--- config.mk ---
export PLATFORM = sky130hd
export DESIGN_NAME = reg_share_arbiter
export DESIGN_NICKNAME = d
export VERILOG_FILES = /design/src/rtl/reg_share_pkg.sv /design/src/rtl/reg_share_reg.sv /design/src/rtl/rr_picker.sv /design/src/rtl/reg_share_arbiter.sv
export SDC_FILE = /design/constraint.sdc
export NUM_CORES = 1
export LEC_CHECK = 0
export BUFFER_PORTS_ARGS = -buffer_cell sky130_fd_sc_hd__clkbuf_2
export CORE_MARGIN = 2
export CORE_UTILIZATION = 25
export DETAILED_ROUTE_END_ITERATION = 8
export GPL_TIMING_DRIVEN = 0
export PLACE_DENSITY = 0.55
export SYNTH_ARGS = -nofsm -noshare
export SYNTH_HDL_FRONTEND = slang
export SYNTH_SLANG_ARGS = --single-unit
--- constraint.sdc ---
create_clock -name clk -period 5.9 [get_ports clk]
set_input_delay 0.295 -clock clk [delete_from_list [all_inputs] [get_ports clk]]
set_output_delay 0.295 -clock clk [all_outputs]
set_load 0.02 [all_outputs]
--- src/rtl/reg_share_pkg.sv ---
// rtl/reg_share_pkg.sv - shared types and constants for the register-sharing arbiter
package reg_share_pkg;

  typedef enum logic [1:0] {
    IDLE = 2'd0,
    CAP  = 2'd1,
    WR   = 2'd2,
    ACK  = 2'd3
  } state_t;

  localparam int DEF_NREQ = 4;
  localparam int DEF_W    = 4;
  // Wide enough to name any of up to 8 requesters
  localparam int OWNER_W  = 3;

endpackage

--- src/rtl/reg_share_reg.sv ---
// rtl/reg_share_reg.sv - the shared W-bit enabled register bank
module reg_share_reg #(
  parameter int W = 4
) (
  input  logic         clk,
  input  logic         reset,
  input  logic         en,
  input  logic [W-1:0] d,
  output logic [W-1:0] q
);

  // Load d only when the arbiter opens the enable; reset clears immediately
  always_ff @(posedge clk or negedge reset) begin
    if (!reset) q <= '0;
    else if (en) q <= d;
  end

endmodule

--- src/rtl/rr_picker.sv ---
// rtl/rr_picker.sv - combinational winner select; REG_SHARE_FIXED_PRIO_EN picks lowest index
module rr_picker
  import reg_share_pkg::*;
#(
  parameter int NREQ = DEF_NREQ
) (
  input  logic [NREQ-1:0]    req,
  input  logic [OWNER_W-1:0] ptr,
  output logic [OWNER_W-1:0] winner,
  output logic               valid
);

  localparam int IW = (NREQ > 1) ? $clog2(NREQ) : 1;

`ifdef REG_SHARE_FIXED_PRIO_EN
  // Priority is fixed, so the rotation pointer carries no information here
  logic unused_ptr;
  assign unused_ptr = ^ptr;

  // Lowest asserted index wins: scan downward so the last hit is the lowest
  always_comb begin
    winner = '0;
    valid  = |req;
    for (int k = NREQ - 1; k >= 0; k--) begin
      if (req[k]) winner = OWNER_W'(k);
    end
  end
`else
  // First asserted request at or above ptr, wrapping from NREQ-1 back to 0
  always_comb begin
    int  idx;
    logic found;
    winner = '0;
    valid  = |req;
    found  = 1'b0;
    idx    = 0;
    for (int k = 0; k < NREQ; k++) begin
      idx = int'(ptr) + k;
      if (idx >= NREQ) idx = idx - NREQ;
      if (!found && req[IW'(idx)]) begin
        winner = OWNER_W'(idx);
        found  = 1'b1;
      end
    end
  end
`endif

endmodule

--- src/rtl/reg_share_arbiter.sv ---
// rtl/reg_share_arbiter.sv - request/grant sharing of one register; REG_SHARE_FIXED_PRIO_EN selects fixed priority
module reg_share_arbiter
  import reg_share_pkg::*;
#(
  parameter int NREQ = DEF_NREQ,
  parameter int W    = DEF_W
) (
  input  logic                clk,
  input  logic                reset,
  input  logic [NREQ-1:0]     req,
  input  logic [NREQ*W-1:0]   data,
  output logic [NREQ-1:0]     gnt,
  output logic                busy,
  output logic [W-1:0]        q,
  output logic [OWNER_W-1:0]  owner
);

  state_t             state;
  logic [OWNER_W-1:0] sel;
  logic [OWNER_W-1:0] ptr;
  logic [OWNER_W-1:0] winner;
  logic               any_req;
  logic [W-1:0]       hold;
  logic [W-1:0]       win_data;
  logic               reg_en;

  rr_picker #(.NREQ(NREQ)) u_picker (
    .req    (req),
    .ptr    (ptr),
    .winner (winner),
    .valid  (any_req)
  );

  // Route the winning requester's slice of the flattened data bus
  always_comb begin
    win_data = '0;
    for (int i = 0; i < NREQ; i++) begin
      if (winner == OWNER_W'(i)) win_data = data[i*W +: W];
    end
  end

  // Write sequencer: sample and latch in IDLE, settle, write, acknowledge
  always_ff @(posedge clk or negedge reset) begin
    if (!reset) begin
      state <= IDLE;
      sel   <= '0;
      hold  <= '0;
      gnt   <= '0;
      busy  <= 1'b0;
      owner <= '0;
    end else begin
      case (state)
        IDLE: begin
          if (any_req) begin
            sel   <= winner;
            hold  <= win_data;
            busy  <= 1'b1;
            state <= CAP;
          end
        end
        CAP: state <= WR;
        WR: begin
          owner <= sel;
          gnt   <= NREQ'(1) << sel;
          state <= ACK;
        end
        ACK: begin
          gnt   <= '0;
          busy  <= 1'b0;
          state <= IDLE;
        end
        default: state <= IDLE;
      endcase
    end
  end

`ifdef REG_SHARE_FIXED_PRIO_EN
  assign ptr = '0;
`else
  // Rotate priority past the requester just served
  always_ff @(posedge clk or negedge reset) begin
    if (!reset) ptr <= '0;
    else if (state == ACK) ptr <= (int'(sel) == NREQ - 1) ? '0 : sel + 1'b1;
  end
`endif

  // The register loads only in WR, so a reset before then discards the write
  assign reg_en = (state == WR);

  reg_share_reg #(.W(W)) u_reg (
    .clk   (clk),
    .reset (reset),
    .en    (reg_en),
    .d     (hold),
    .q     (q)
  );

endmodule
== After elaboration in Yosys (flattened, before gate mapping) ==
Cells that the tools add are included.

* Bits in registers: 24
* Input bits: 22
* Output and inout port bits: 12
* Word-level logic and storage cells: 79

* Add/subtract/negate cells: 8
* Order comparisons: 8
* Eq/ne operators: 8
* Shift-type cells: 1
* Multiplexer cells: 33
* Reductions and logical operators: 13

{| class="wikitable"
|+ Operator list
! kind !! number
|-
| 2-to-1 mux 3 bit || 9
|-
| less-than comparator 2 x 4 -> 1 bit (second input constant) || 4
|-
| 2-to-1 mux 4 bit || 4
|-
| greater-or-equal comparator 4 x 3 -> 1 bit (second input constant) || 3
|-
| 2-to-1 mux 1 bit || 12
|-
| subtractor 3 bit (second input constant) || 4
|-
| adder 3 x 2 -> 4 bit (second input constant) || 2
|-
| binary-select mux 1 bit (select 2 bit) || 4
|-
| case mux 2 bit (4 select lines) || 1
|-
| case mux 4 bit (2 select lines) || 1
|-
| == test 3 x 2 -> 1 bit (second input constant) || 2
|-
| adder 3 x 1 -> 4 bit (second input constant) || 1
|-
| == test 2 bit (second input constant) || 2
|-
| AND reduction 2 bit || 2
|-
| nonzero test 2 bit || 2
|-
| OR reduction 4 bit || 1
|-
| left shift 1 x 3 -> 4 bit (first input constant) || 1
|-
| adder 3 x 1 -> 3 bit (second input constant) || 1
|-
| == test 3 x 1 -> 1 bit (second input constant) || 1
|-
| == test 3 bit (second input constant) || 1
|-
| greater-or-equal comparator 3 bit (second input constant) || 1
|-
| logical AND 1 bit || 3
|-
| zero test 1 bit || 3
|-
| zero test 3 bit || 1
|-
| 5 further kinds || 5
|}

== Depth between registers and ports, before layout ==
Gate-level depths: netlist of the first run.

* Depth in word-level cells: 20
* Depth in mapped cells: 11
* Depth with buffers taken out: 8

== Modules after synthesis ==
A second synthesis of the first run with hierarchy kept.

* Cells, all modules: 138
* Area, all modules: 1559.0 µm²

{| class="wikitable"
|+ Modules (own cells, without submodules)
! module !! instances !! cells each !! area an instance (µm²) !! sequential area each (µm²)
|-
| reg_share_arbiter || 1 || 77 || 1003.5 || 500.5
|-
| rr_picker || 1 || 53 || 410.4 || 0.0
|-
| reg_share_reg || 1 || 8 || 145.1 || 100.1
|}

== Worst setup path before layout of the first run ==
No wires, ideal clock.

* Kind: flip-flop to flip-flop
* Start: register ptr[0]
* End: register hold[0]
* Setup time: 132 ps
* Data arrival time: 2215 ps
* Required time: 5768 ps
* Setup slack: 3553 ps
* Stages on the path, launching flop included: 11
* Buffers on the path: 2
* Period minus slack after synthesis: 2347 ps
* Path through: dfrtp_1 > buf_2 > inv_2 > ha_1 > buf_6 > or3b_1 > a2111oi_2 > o21ai_1 > and3b_4 > nand2_4 > o221ai_2

* Cells in the longest elaborated chain, start to end: 20
* Elaborated cells between the ends (all ways): 48
* Those cells by class: 7 x add/sub; 4 x order compare; 3 x eq/ne; 27 x mux; 7 x reduce/logical

{| class="wikitable"
|+ Ends and longest elaborated chain
! what !! RTL line !! RTL
|-
| from (decl) || reg_share_arbiter.sv:20 || <nowiki>logic [OWNER_W-1:0] ptr;</nowiki>
|-
| from (signal assigned) || reg_share_arbiter.sv:83 || <nowiki>else if (state == ACK) ptr <= (int'(sel) == NREQ - 1) ? '0 : sel + 1'b1;</nowiki>
|-
| branches (longest 14 deep; another with adder 3 x 1 -> 4 bit) || - ||
|-
| 2-to-1 mux 3 bit * || rr_picker.sv:40 || <nowiki>if (!found && req[IW'(idx)]) begin</nowiki>
|-
| zero test 3 bit || reg_share_arbiter.sv:38 || <nowiki>if (winner == OWNER_W'(i)) win_data = data[i*W +: W];</nowiki>
|-
| 2-to-1 mux 4 bit (3 in a row) || reg_share_arbiter.sv:38 ||
|-
| 2-to-1 mux 4 bit * || reg_share_arbiter.sv:38 ||
|-
| to (signal assigned) || reg_share_arbiter.sv:56 || <nowiki>hold <= win_data;</nowiki>
|-
| to (decl) || reg_share_arbiter.sv:23 || <nowiki>logic [W-1:0] hold;</nowiki>
|}

Mark *: on every way between the ends. The select of a mux whose other input is x is not followed.
A chain may end at the register's enable or synchronous reset.

== Worst setup path in the final report of the first run ==
* Start: register ptr[0]
* End: register hold[2]

The elaborated chain is that of the path after synthesis.

==> run summary, run 1 <==
The post-synthesis average cell area came out at 10.2 um2. The number of remaining DRC errors is 0. The detailed router placed 1,132 vias in this run. Once layout is complete, the cells apart from fillers number 255. The tree is rooted in a clkbuf_8.

Clock-pin slew was measured on the worst setup and hold paths at ~0.08 ns. The maximum root-to-sink buffer count came out at 2. Once the clock tree was built, the resizer swapped 0 gates to a different size. Of all nets on the critical path, the largest fanout is 10. The share of synthesized area occupied by flip-flops and latches is approximately two fifths. Counting both buffers and inverters, the worst setup path holds a total of 4.

The detail-routed net length per standard cell is between 10 and 15 um. The worst slack on hold paths came out at 0.00164 ns. The total routing usage reported by global routing is about a tenth.

The maximum level of the CTS H-tree came out at 1. The Yosys warning count is 0. The standard cell with the maximum stage delay on the critical path is dfrtp_1.

The floorplan step set the die width to a little over 80 um. The first-pass GRT wire length is roughly 5000 um. The worst setup path is captured at a flip-flop. The max-slew violation total from the final report came to 0. Combinational cells account for between 50% and 60% of the total power.

The tightest min-delay check is of the primary input to async pin type. The peak clock frequency supported by timing came out at about 0.39 GHz. Data on the critical path is required at its endpoint by ~6 ns. The minimum setup slack among reg-to-reg paths is approximately 3.3 ns. The number of flops mapped to enable cells by yosys is 0. The worst relative slew slack is about 60%. The power per cell area came out at between 500 and 600 nW/um2. The post-route minimum period came out at 2.60 ns. Cell internal power was estimated by the tool at around 530 uW.

The worst ir drop on vdd came out at about 150 uV. The worst endpoint data arrival time came out at between 2 and 3 ns. The post-synthesis cell type count is 37. The count of buffers from port buffering is 29. The sum of negative setup slack came out at 0 ns. After detailed routing, the total wire length is ~2900 um. The most used flip-flop cell after synthesis is dfrtp_1. The overall overflow remaining after global route is 0.

The proportion of power drawn by the clock network is between 10% and 20%. The area inside the core boundary came out at a little under 6000 um2. The ratio of final minimum period to clock period came out at 44.0%. The area growth from synthesis to layout came out at 19.5%. The total number of clock tree sinks is 24. Registers are responsible for 31.4% of the overall power.

Setup repair after global routing left no endpoint under its margin. The leakage dissipation is ~0.00085 uW. The floorplan step set the die height to 81.6 um.

The via count of the first global-routing pass is between 1,000 and 1,500. The cell count of the worst reg-to-reg path came out at 11. The startpoint identified for the worst register-to-register timing path is ptr[0]. In this run, synthesis produced a sequential element count of 24.

For the pin with the worst max-slew slack, the measured transition is ~0.57 ns. The number of vias per cell after detailed routing is ~4.4. The CTS tree is done. The critical path's largest stage delay came out at 0.35 ns.

The repair_antennas step left the layout with diodes totalling 0. In this run the core area contains 28 standard-cell rows. The clock insertion delay at the later pin of the skew report came out at 0.27 ns.

The synthesized instance count came out at 147. For this run, asynchronously set or reset flops after synthesis account for 100%. The post-cts hold buffer count came out at 0.

The completed layout was analyzed and its total power is approximately 900 uW. The pin count of the biggest net entering global routing is 25. The synthesized net count came out at approximately 180. The worst setup path is launched from a flip-flop.

The area of the die came out at between 6000 and 7000 um2. The number of buffers created by CTS is 3. The first detailed-routing pass ran for 4 iterations. The post-CTS setup repair buffer count came out at 0.

Net switching is ~43% of the power. The met1 layer usage reported by global route is about 12%. The number of cells after detailed placement is 251. In this run the most used layer during global routing was met2. The count of nets after finishing is about 210. Traced cell by cell, the critical path runs through buf_2, inv_2, ha_1, buf_6, mux2_2, nor3_1, a31oi_1, o211ai_1, buf_4, mux2i_1, o221ai_2. In this run the cell area of the synthesized design comes to approximately 1500 um2. The setup clock skew after layout came out at 0.00666 ns. The effective utilization at floorplan is 25.6%. The endpoint identified for the worst register-to-register timing path is hold[2]. The fraction of layout cells with a size suffix above 1 came out at 32.2%. The met2 global-route usage came out at between 15 and 20%. The number of DRC markers after the initial detailed-route iteration came out at 54.

The count of nets left with antenna violations once routing finished came out at 0. The count of pins on the block boundary is 34. The run finished with clean final reports. The final weighted congestion in routability-driven placement came out at approximately 0.75. The critical path is of the flip-flop to flip-flop type. The analysis attributes to net switching a power of 393 uW. The largest delay contributor family on the critical path is buffers and inverters. The post-placement setup slack came out at about 3.3 ns. The max-capacitance violation count is 0. The detailed-placement wirelength estimate is approximately 2200 um.

The setup-violating endpoint count in the final report is 0. The number of antenna violations at the first check in global routing is 0. The number of hold-slack violations in the final timing report came to 0. The post-route worst setup slack is 3.30 ns. The met3 layer usage reported by global route is 2.97%.
[per-stage QoR]
| step | util (%) | cell area, um2 |
|---|---|---|
| finish | 30.6 | 1800 |
| global route | 30.6 | 1800 |
| CTS | 30.6 | 1800 |
| detailed placement | 29.6 | 1740 |
| global placement | 29.6 | 1740 |
| floorplan | - | 1510 |
[cell usage in the layout, fill, tap and decap left out]
cell type / n
a311oi_1: 1
clkbuf_8: 4
buf_6: 3
nand3_1: 2
buf_4: 3
nand2_4: 1
nor2_1: 10
mux2_2: 9
inv_2: 1
and3b_4: 1
o21ai_0: 8
o21a_1: 1
nand3b_1: 2
buf_2: 1
or3b_1: 2
a21oi_1: 7
mux2i_1: 10
o2111ai_1: 1
a2111oi_1: 1
buf_1: 1
nor2b_1: 5
nand2b_4: 1
nand2_1: 12
nor4b_1: 1
o22ai_1: 3
o211ai_1: 1
clkbuf_2: 29
o21ai_1: 2
o221ai_2: 4
dfrtp_1: 24
a2111oi_2: 1
nand2b_1: 3
nor3_1: 2
ha_1: 10
a31oi_1: 1
nor4_1: 1
inv_1: 8
clkbuf_1: 2
and3_1: 1
[Yosys cell counts (all sizes together), types with 3 or more instances]
cell type,number,area [um2]
a21oi,7,35.0
o22ai,3,18.8
inv,9,33.8
buf,8,65.1
dfrtp,24,601
nand2,13,56.3
o221ai,4,60.1
mux2,9,101
nand2b,4,32.5
o21ai,10,50.1
nor2,10,37.5
mux2i,10,100
nor2b,5,31.3
ha,10,125
[flip-flops by register name, summed over array words and instances (netlist names)]
register  flops
busy          1
gnt           4
u_reg.q       4
hold          4
ptr           3
owner         3
sel           3
state         2
[worst max-delay path by stage]
stage,start,cells after the start,to
CTS,ptr[0],11,hold[2]
global route,ptr[0],11,hold[3]
detailed placement,ptr[0],11,hold[2]
finish,ptr[0],11,hold[2]
global placement,ptr[0],11,hold[2]
floorplan,ptr[0],10,hold[0]
[cell type report]
| cell class | count | area [um2] |
|---|---|---|
| Multi-Input combinational cell | 104 | 798 |
| Buffer | 10 | 72.6 |
| Tap cell | 75 | 93.8 |
| Sequential cell | 24 | 601 |
| Timing Repair Buffer | 29 | 145 |
| Fill cell | 635 | 4090 |
| Inverter | 9 | 33.8 |
| Clock buffer | 4 | 55.1 |
[kinds of logic (layout without fill, tap and decap cells)]
family	Yosys count	after routing	synth area share (%)
simple gates	44	44	16.2
compound gates	31	31	15.1
flops	24	24	39.9
mux	19	19	13.4
buf+inv	19	52	7.06
fa+ha+maj	10	10	8.31
[routing by layer]
layer	part of all wire, %	vias to the layer above
li1	-	586
met3	5.6	5
met1	47	514
met5	0	-
met4	1.1	0
met2	47	27
[power by group through the flow]
stage	logic, uW	clock network (uW)	registers, uW
after floorplan	370	0	326
after global placement	526	0	296
after detailed placement	527	0	295
after CTS	532	114	291
after global routing	586	123	302
final	523	111	290
(Power assumes the default switching activity.)
==> run 2, diff against run 1 <==
Clock period 5.9 ns to 2.5 ns, I/O delays scaled along.
==> run summary, run 2 (synthesis results as in run 1) <==
STA classifies the critical path startpoint as a flip-flop. The power per cell area came out at approximately 1200 nW/um2. Setup violations remaining at the end of the flow were counted as 0. The first-pass GRT wire length came out at 4980 um.

The number of filler cells placed in the layout came out at ~620. The total wirelength of the detailed-routed design is 3110 um. After layout, the worst path uses 94.7% of the clock period. The fraction of layout cells with a size suffix above 1 is between 30% and 40%.

The floorplan step defined a core boundary enclosing slightly below 6000 um2. The max-slew violation total from the final report is 0. Across all layers, the routed design uses 1,174 vias.

The register area came out at between 600 and 700 um2. The clock transition at the registers of the reported paths came out at approximately 0.08 ns. The area of the die came out at about 6700 um2. The number of remaining DRC errors came out at 0. TritonCTS built the clock tree. The classification of the worst setup path is flip-flop to flip-flop. The post-placement setup slack came out at -0.0571 ns. The later pin in the worst-skew pair is clocked with a latency of about 0.27 ns.

The peak clock frequency supported by timing is ~0.42 GHz. Dividing the detail-routed via count by the number of cells gives around 4.5. At the pin with the least slew margin, the transition time is about 0.58 ns. The library cell used most frequently in the layout, excluding fill and tap cells, is clkbuf_2. The required arrival time at the worst endpoint is 2.65 ns. The number of antenna diodes in the final layout is 0.

The sum of negative setup slack is 0 ns. The maximum root-to-sink buffer count came out at 2. In this run the number of H-tree levels came out at 1. The post-route worst setup slack came out at around 0.13 ns. The count of pins on the block boundary is 34.

The path class of the tightest hold or removal check is primary input to flip-flop. The flow ran to the end, and the final reports show no timing, DRC or antenna violations. The count of buffers from port buffering came out at 29.

The die extent in y came out at just over 80 um. Counting the buffers created by CTS gives 3. The area growth from synthesis to layout is 27.7%. Summed over all layers, the global routing overflow is 0. The analysis attributes to cell leakage a power of just under 0.0009 uW. The final weighted congestion in routability-driven placement is around 0.75. The root cell of the clock tree is clkbuf_8. The worst path in the final design needs a cycle of around 2.4 ns, including I/O delays and setup.

The pin count of the biggest net entering global routing is 25. The tree built by TritonCTS fans out to 24 sinks. The max-capacitance violation count came out at 0. The footprint of the multi-input gates is 867 um2. Global routing used under 10% of the available tracks across all layers. The worst ir drop on vdd is about 380 uV.

The detail-routed net length per standard cell came out at 12.0 um. In the layout the commonest cells are 29 x clkbuf_2, 23 x dfrtp_1, 12 x nand2_1. The number of DRC markers after the initial detailed-route iteration came out at 50. In this run the remaining antenna-violating nets after routing total 0.

The number of hold-slack violations in the final timing report is 0. The number of antenna violations at the first check in global routing is 0. The detailed-placement wirelength estimate is approximately 2200 um. The via count of the first global-routing pass is around 1,100.

In the final layout, the registers with the most flip-flops are gnt: 4 flops, hold: 4 flops, u_reg.q: 4 flops. The horizontal die dimension is about 80 um. STA classifies the critical path endpoint as a flip-flop. The first detailed-routing pass ran for 5 iterations.

The initialized floorplan defines 28 standard-cell rows. Setup repair after global routing left no endpoint under its margin. The worst relative slew slack is 61.0%.

The worst endpoint data arrival time came out at 2.52 ns. The largest driver fanout on the critical path is 10. Clock skew on the completed layout was measured at 0.00530 ns. The effective utilization at floorplan is between 20 and 30%. The count of nets after finishing came out at approximately 220.
[run 2: critical path, stage by stage (launching register included)]
cell and delay (ns):
dfrtp_1 0.40, buf_6 0.13, inv_4 0.07, ha_4 0.21, buf_6 0.13, mux2_4 0.31, nor3_4 0.17, a31oi_1 0.06
o211ai_1 0.18, buf_6 0.22, mux2i_4 0.24, o221ai_2 0.12
[run 2: power breakdown]
group	switching [uW]	internal [uW]
Combinational	759	663
Clock	125	141
Sequential	113	570
Total	997	1370
[run 2: layer usage]
layer	GRT usage (%)	vias up	wire length, um
li1	-	598	-
met1	12.2	540	1410
met2	16.0	29	1490
met3	2.97	7	166
met4	2.50	0	42
met5	0	-	0
[run 2: final timing paths]
check,from,to,slack [ns],depth (start not counted)
worst max register to register,ptr[0],hold[2],0.13,11
min in group asynchronous,reset,busy,0.38,2
worst min-delay path,data[9],hold[1],0.15,3
worst max-delay path,ptr[0],hold[2],0.13,11
max in group asynchronous,reset,ptr[1],1.71,2
worst min register to register,hold[1],hold[1],0.49,2
[run 2: metrics by stage]
step	total power, uW	area, um2	hold WS [ns]	cells	util [%]
CTS	2240	1820	0.168	256	31.0
global placement	1940	1740	0.158	251	29.6
global route	2580	1920	0.162	260	32.7
finish	2370	1920	0.151	260	32.7
floorplan	1640	1510	-0.171	147	-
detailed placement	1940	1740	0.155	251	29.6
[run 2: timing repair]
item / 4_1_cts / 5_1_grt
hold buffers: 1 / 0
hold endpoints to repair: 24 / 0
setup buffers: 0 / 3
gates resized for setup: 4 / 14
pin swaps: 0 / 4
cloned: 0 / 1
setup endpoints to repair: 4 / 5
[run 2: final cells by class]
class                   instances  share of cell area [%]
inverters                       9                    1.89
multi-input cells             104                    45.1
flip-flops and latches         24                    31.3
plain buffers                  10                    4.30
well taps                      75                    4.88
repair buffers                 34                    9.64
clock buffers                   4                    2.86
